$ cat src/rtl/gray_rx.sv
// gray_rx: decodes and checks a Gray-coded counter stream (IDLE/TRACK/ERR) with registered outputs.
// Optional feature macro: GRAY_RX_ERRCNT_EN adds the saturating ErrCount output.
module gray_rx #(
    parameter int WIDTH = 3
) (
    input  logic             Clk,
    input  logic             Reset,
    input  logic             Valid,
    input  logic [WIDTH-1:0] GrayIn,
    input  logic             Clear,
    output logic [WIDTH-1:0] Binary,
    output logic             Wrap,
    output logic             Restart,
    output logic             Error,
`ifdef GRAY_RX_ERRCNT_EN
    output logic [7:0]       ErrCount,
`endif
    output logic             Locked
);

    typedef enum logic [1:0] {
        IDLE,
        TRACK,
        ERR
    } state_t;

    state_t           state_q;
    logic [WIDTH-1:0] prev_q;
    logic [WIDTH-1:0] dec_d;
    logic [WIDTH-1:0] prev_inc;
    logic             step_hold;
    logic             step_inc;
    logic             step_zero;
    logic             step_illegal;
    logic             prev_max;

    // Each binary bit is the XOR of all Gray bits at and above it (same as the MSB-down cascade).
    for (genvar i = 0; i < WIDTH; i++) begin : g_dec
        assign dec_d[i] = ^GrayIn[WIDTH-1:i];
    end

    always_comb begin
        prev_inc     = prev_q + WIDTH'(1);
        prev_max     = (prev_q == '1);
        step_hold    = (dec_d == prev_q);
        step_inc     = (dec_d == prev_inc);
        step_zero    = (dec_d == '0);
        step_illegal = !step_hold && !step_inc && !step_zero;
    end

    always_ff @(posedge Clk or negedge Reset) begin
        if (!Reset) begin
            state_q <= IDLE;
            prev_q  <= '0;
            Binary  <= '0;
            Wrap    <= 1'b0;
            Restart <= 1'b0;
            Error   <= 1'b0;
            Locked  <= 1'b0;
        end else begin
            Wrap    <= 1'b0;
            Restart <= 1'b0;
            if (Clear) begin
                state_q <= IDLE;
                Error   <= 1'b0;
                Locked  <= 1'b0;
            end else if (Valid) begin
                case (state_q)
                    IDLE: begin
                        prev_q  <= dec_d;
                        Binary  <= dec_d;
                        state_q <= TRACK;
                        Locked  <= 1'b1;
                    end
                    TRACK: begin
                        // A max->0 step matches step_inc first, so it reports Wrap, never Restart.
                        if (step_hold) begin
                            state_q <= TRACK;
                        end else if (step_inc) begin
                            prev_q <= dec_d;
                            Binary <= dec_d;
                            Wrap   <= prev_max;
                        end else if (step_zero) begin
                            prev_q  <= dec_d;
                            Binary  <= dec_d;
                            Restart <= 1'b1;
                        end else begin
                            prev_q  <= dec_d;
                            Binary  <= dec_d;
                            Error   <= 1'b1;
                            state_q <= ERR;
                            Locked  <= 1'b0;
                        end
                    end
                    ERR: begin
                        prev_q <= dec_d;
                        Binary <= dec_d;
                    end
                    default: begin
                        state_q <= IDLE;
                        Locked  <= 1'b0;
                    end
                endcase
            end
        end
    end

`ifdef GRAY_RX_ERRCNT_EN
    logic err_evt;

    // Illegal steps count in TRACK (the step into ERR) and in ERR alike; Clear drops the sample.
    always_comb begin
        err_evt = Valid && !Clear && (state_q != IDLE) && step_illegal;
    end

    always_ff @(posedge Clk or negedge Reset) begin
        if (!Reset) begin
            ErrCount <= '0;
        end else if (err_evt && (ErrCount != 8'hFF)) begin
            ErrCount <= ErrCount + 8'd1;
        end
    end
`endif

endmodule

$ cat config.mk
export PLATFORM = sky130hd
export DESIGN_NAME = gray_rx
export DESIGN_NICKNAME = d
export VERILOG_FILES = /design/src/rtl/gray_rx.sv
export SDC_FILE = /design/constraint.sdc
export NUM_CORES = 1
export LEC_CHECK = 0
export BUFFER_PORTS_ARGS = -buffer_cell sky130_fd_sc_hd__buf_2
export CORE_MARGIN = 4
export CORE_UTILIZATION = 46
export CTS_CLUSTER_SIZE = 8
export DETAILED_ROUTE_END_ITERATION = 12
export GPL_ROUTABILITY_DRIVEN = 0
export PLACE_DENSITY_LB_ADDON = 0.15
export SETUP_SLACK_MARGIN = 0.4
export SLEW_MARGIN = 20
export SYNTH_ARGS = -nofsm -noshare
export SYNTH_HDL_FRONTEND = slang
export SYNTH_SLANG_ARGS = --single-unit
$ cat constraint.sdc
create_clock -name Clk -period 2.09 [get_ports Clk]
set_input_delay 0.5225 -clock Clk [delete_from_list [all_inputs] [get_ports Clk]]
set_output_delay 0.5225 -clock Clk [all_outputs]
set_load 0.01 [all_outputs]
======== Yosys cells after proc, flatten, opt, wreduce, memory -nomap -nowiden ========
Cells that the tools add are included.
word-level totals
  register bits after elaboration ......... 9
  input port bits ......................... 7
operators by class
  add/subtract/negate cells ............... 1
  equal/unequal tests ..................... 15
  multiplexer cells ....................... 31
  bitwise logic cells ..................... 1
  reduce and logical (&&, ||, !) cells .... 12
operator list
  cell                                                 number
  2-to-1 mux 1 bit                                     22
  2-to-1 mux 2 bit                                     5
  inequality test 2 bit, second input constant         5
  AND reduction 5 bit                                  2
  inequality test 3 bit, second input constant         3
  inequality test 4 bit, second input constant         2
  AND reduction 4 bit                                  2
  equality test 3 bit                                  2
  case mux 2 bit (3 select lines)                      1
  case mux 3 bit (2 select lines)                      1
  nonzero test 2 bit                                   3
  adder 3 x 1 -> 3 bit, second input constant          1
  equality test 3 bit, second input constant           1
  logical NOT 3 bit                                    1
  2-to-1 mux 3 bit                                     1
  case mux 1 bit (3 select lines)                      1
  parity 3 bit                                         1
  equality test 2 x 1 -> 1 bit, second input constant  1
  equality test 2 bit, second input constant           1
  logical NOT 2 bit                                    1
  OR reduction 2 bit                                   1
  parity 2 bit                                         1
  inverter 1 bit                                       1

======== Longest topological paths before layout ========
  word-level depth ........................ 8
  gate-level depth with buffers ........... 6
  depth with buffers taken out ............ 6

======== Least setup slack after synthesis ========
No wires, ideal clock.
  path kind ............................... register -> register
  from .................................... reg prev_q[0]
  to ...................................... reg Error
  arrival ................................. 1969 ps
  required time ........................... 2017 ps
  path slack .............................. 48 ps
  cell stages (with the launch flop) ...... 7
  path buffers ............................ 0
  cells stage by stage .................... dfrtp_1 > ha_1 > mux2_2 > o221ai_1 > a22o_1 > or4_4 > a21oi_2
between the ends
  longest elaborated chain between the ends .. 4
ends and longest elaborated chain
  item                               RTL line  RTL
  start: declaration                 28        logic [WIDTH-1:0] prev_q;
  start signal: assignment           54        prev_q <= '0;
  start signal: assignment           70        prev_q <= dec_d;
  start signal: assignment           80        prev_q <= dec_d;
  adder 3 x 1 -> 3 bit               43        prev_inc = prev_q + WIDTH'(1);
  equality test 3 bit                46        step_inc = (dec_d == prev_inc);
  inequality test 2 bit (no line)    n/a
  AND reduction 5 bit (no line) (*)  n/a
  end signal: assignment             58        Error <= 1'b0;
  end signal: assignment             65        Error <= 1'b0;
  end signal: assignment             90        Error <= 1'b1;
  end: declaration                   14        output logic Error,
Every way passes the cells marked *; elsewhere a longest branch is shown, timed or not.
A chain may end at the register's enable or synchronous reset.

======== Final worst setup path ========
  from .................................... reg prev_q[2]
  to ...................................... reg prev_q[2]
between the ends
  longest elaborated chain between the ends .. 3
ends and longest elaborated chain
  item                             RTL line  RTL
  equality test 3 bit              45        step_hold = (dec_d == prev_q);
  inequality test 2 bit (no line)  n/a
  AND reduction 4 bit (no line)    n/a
Every way passes these cells.

==> metrics.cfg <==
[power]
intPower_uw=478
switching_share=0.365
power_per_cell_area_nw_per_um2=867
pwr-share-comb=0.493
total_power_uw=753
power_frac_clock=0.179
p_leak_nw=0.377
power_frac_seq=0.328
switchingPower_uw=275
peakVddDrop_v=0.000384

[placement]
dpl_cell_area_um2=793
dp_cells=95
io_buffers=13
hpwl_mm=1.09

[layout]
nFillCells=110
final_cells=103
num_antenna_cells=0
area_growth_pct=35.5
fin_area_um2=868
layout_common_cells=buf_2, dfrtp_1, buf_4
fin_nets=98
final_util=0.667
layout_commonest_cell=buf_2
drive_gt1_frac=0.477

[sta]
finalHoldViolations=0
fin_crit_ns=1.95
finalMaxSlewViolations=0
rsz0062_at_grt=yes
setup_viol=0
post-route-period-util=0.934
setup_tns_ns=0
clock-skew-final_ns=0.00443
timing.fmax_mhz=512
tightest_slew_ns=0.271
maxSlewHeadroom=0.818

[setup_path]
required_ns=2.23
start_kind=register
cp.arrival_ns=2.10
worstSetupPathType=register to register
cp-end-kind=register
cp_max_fo=7

[grt]
grt_overflow=0
grt_max_degree=10
grt_pass1_vias=556
antenna_found_initial=0
grt_pass1_wl_mm=2.48
grt_use_total=0.167

[synthesis]
syn_nets=75
avgSynthCellArea_um2=9.71
synth_cell_type_count=32
ys_ff_latch=9
synth_area_um2=641
syn_inst=66
synth-seq-area-share=0.352
ys_warn_count=0

[clock_tree]
cts_buffer_depth=2
clock-root-buffer=clkbuf_4
cts_tree=yes
clkTransAtPathRegs_ns=0.06
ctsHoldBuffers=0
clock_latency_ns=0.26
numCtsBuffers=3
cts.sinks=9
htree_levels=1

[die]
die_x_um=45.3
io-pin-count=14
die-area_um2=2050
coreArea_um2=1300
num_rows=13
die_y_um=45.3
initial_core_util=0.492

[detailed_routing]
dr.pass1.iters=4
drt_iter0_markers=10
antenna_left=0
via_per_inst=5.77
drc=0
wl_mm=1.53
wl_per_cell_um=14.8
vias=594

[outcome]
status=complete, no violations

[worst_hold_path]
hold_class=primary input to async pin

[run]
cap_violations=0

[flip-flops by register name, indices dropped and copies added (netlist names)]
| name | count |
|---|---|
| Wrap | 1 |
| state_q | 2 |
| Restart | 1 |
| Locked | 1 |
| prev_q | 3 |
| Error | 1 |
[critical path, cell delays in order (launching register included)]
cell and delay (ns):
dfrtp_1 0.47, or4bb_1 0.57, a21boi_4 0.18, o31ai_1 0.10, nand3b_1 0.20, mux2_4 0.32
[timing repair]
| action | CTS | global route |
|---|---|---|
| endpoints found under the setup margin | 9 | 10 |
| setup buffers | 4 | 0 |
| gates resized for setup | 1 | 1 |
| pin swaps | 5 | 0 |
[routing by layer]
layer | vias to the layer above | global-route usage | part of all wire
li1 | 290 | - | -
met5 | - | 0 | 0
met1 | 285 | 0.218 | 0.44
met3 | 3 | 0.0478 | 0.058
met4 | 0 | 0.0526 | 0.012
met2 | 16 | 0.263 | 0.49
[stage by stage]
| stage | hold slack, ns | worst slack, ns |
|---|---|---|
| finish | 0.0962 | 0.139 |
| global route | 0.0965 | 0.0787 |
| CTS | 0.0999 | 0.157 |
| detailed placement | 0.381 | 0.00468 |
| global placement | 0.378 | 0.0164 |
| floorplan | 0.227 | 0.222 |
[final cells by class]
type                            instances  area, um^2  share of cell area
Clock buffer                            4        26.3              0.0303
Inverter                                4        15.0              0.0173
Tap cell                               15        18.8              0.0216
Sequential cell                         9         228               0.262
Timing Repair Buffer                   20         118               0.135
Multi-Input combinational cell         51         463               0.533
[cell families (layout without fill, tap and decap cells)]
group | after synthesis | after routing | synth area share
multiplexers | 5 | 5 | 0.0840
adder cells (fa/ha/maj) | 2 | 2 | 0.0391
XOR/XNOR | 3 | 3 | 0.0527
flip-flops | 9 | 9 | 0.352
AND/OR/NAND/NOR | 27 | 27 | 0.285
buffers and inverters | 6 | 28 | 0.0391
AO/OA/AOI/OAI | 14 | 14 | 0.148
[power groups by stage]
stage          logic, mW  clock network, mW  registers, mW
2_1_floorplan      0.243                  0          0.253
3_3_place_gp       0.318                  0          0.252
3_5_place_dp       0.323                  0          0.253
4_1_cts            0.366              0.136          0.247
5_1_grt            0.410              0.148          0.251
6_report           0.371              0.134          0.247
[path summary, 6_finish.rpt]
kind	from	end	depth (start not counted)	slack (ns)
hold reg to reg	Error	Error	2	0.54
hold / removal	Reset	state_q[1]	1	0.1
max in group asynchronous	Reset	prev_q[1]	1	1.80
min in group Clk	Clear	state_q[1]	2	0.49
setup reg to reg	prev_q[2]	prev_q[2]	5	0.14
setup / recovery	prev_q[2]	prev_q[2]	5	0.14
[Yosys cell counts]
master | instances | area share
or4_4 | 2 | 0.035
or4bb_1 | 1 | 0.018
a21oi_1 | 6 | 0.047
xnor2_1 | 2 | 0.027
nand2b_1 | 2 | 0.020
o221ai_1 | 1 | 0.014
nor3b_2 | 1 | 0.020
o31ai_1 | 2 | 0.023
nor2_1 | 3 | 0.018
nor4b_1 | 1 | 0.014
mux2_2 | 3 | 0.053
xor2_2 | 1 | 0.025
dfrtp_1 | 9 | 0.35
nand4b_1 | 2 | 0.027
a21boi_2 | 1 | 0.018
nand3_1 | 1 | 0.0078
o21ai_0 | 1 | 0.0078
a21oi_2 | 1 | 0.014
inv_1 | 4 | 0.023
o21a_1 | 1 | 0.012
nor3b_1 | 1 | 0.012
mux2i_1 | 2 | 0.031
or2_1 | 1 | 0.0098
buf_2 | 2 | 0.016
or2_2 | 1 | 0.0098
nor3_1 | 3 | 0.023
a22o_1 | 1 | 0.014
nand3b_1 | 1 | 0.012
ha_1 | 2 | 0.039
or4_1 | 1 | 0.012
nand2_1 | 5 | 0.029
nor4_2 | 1 | 0.020
Power figures use the tool's default switching activity.
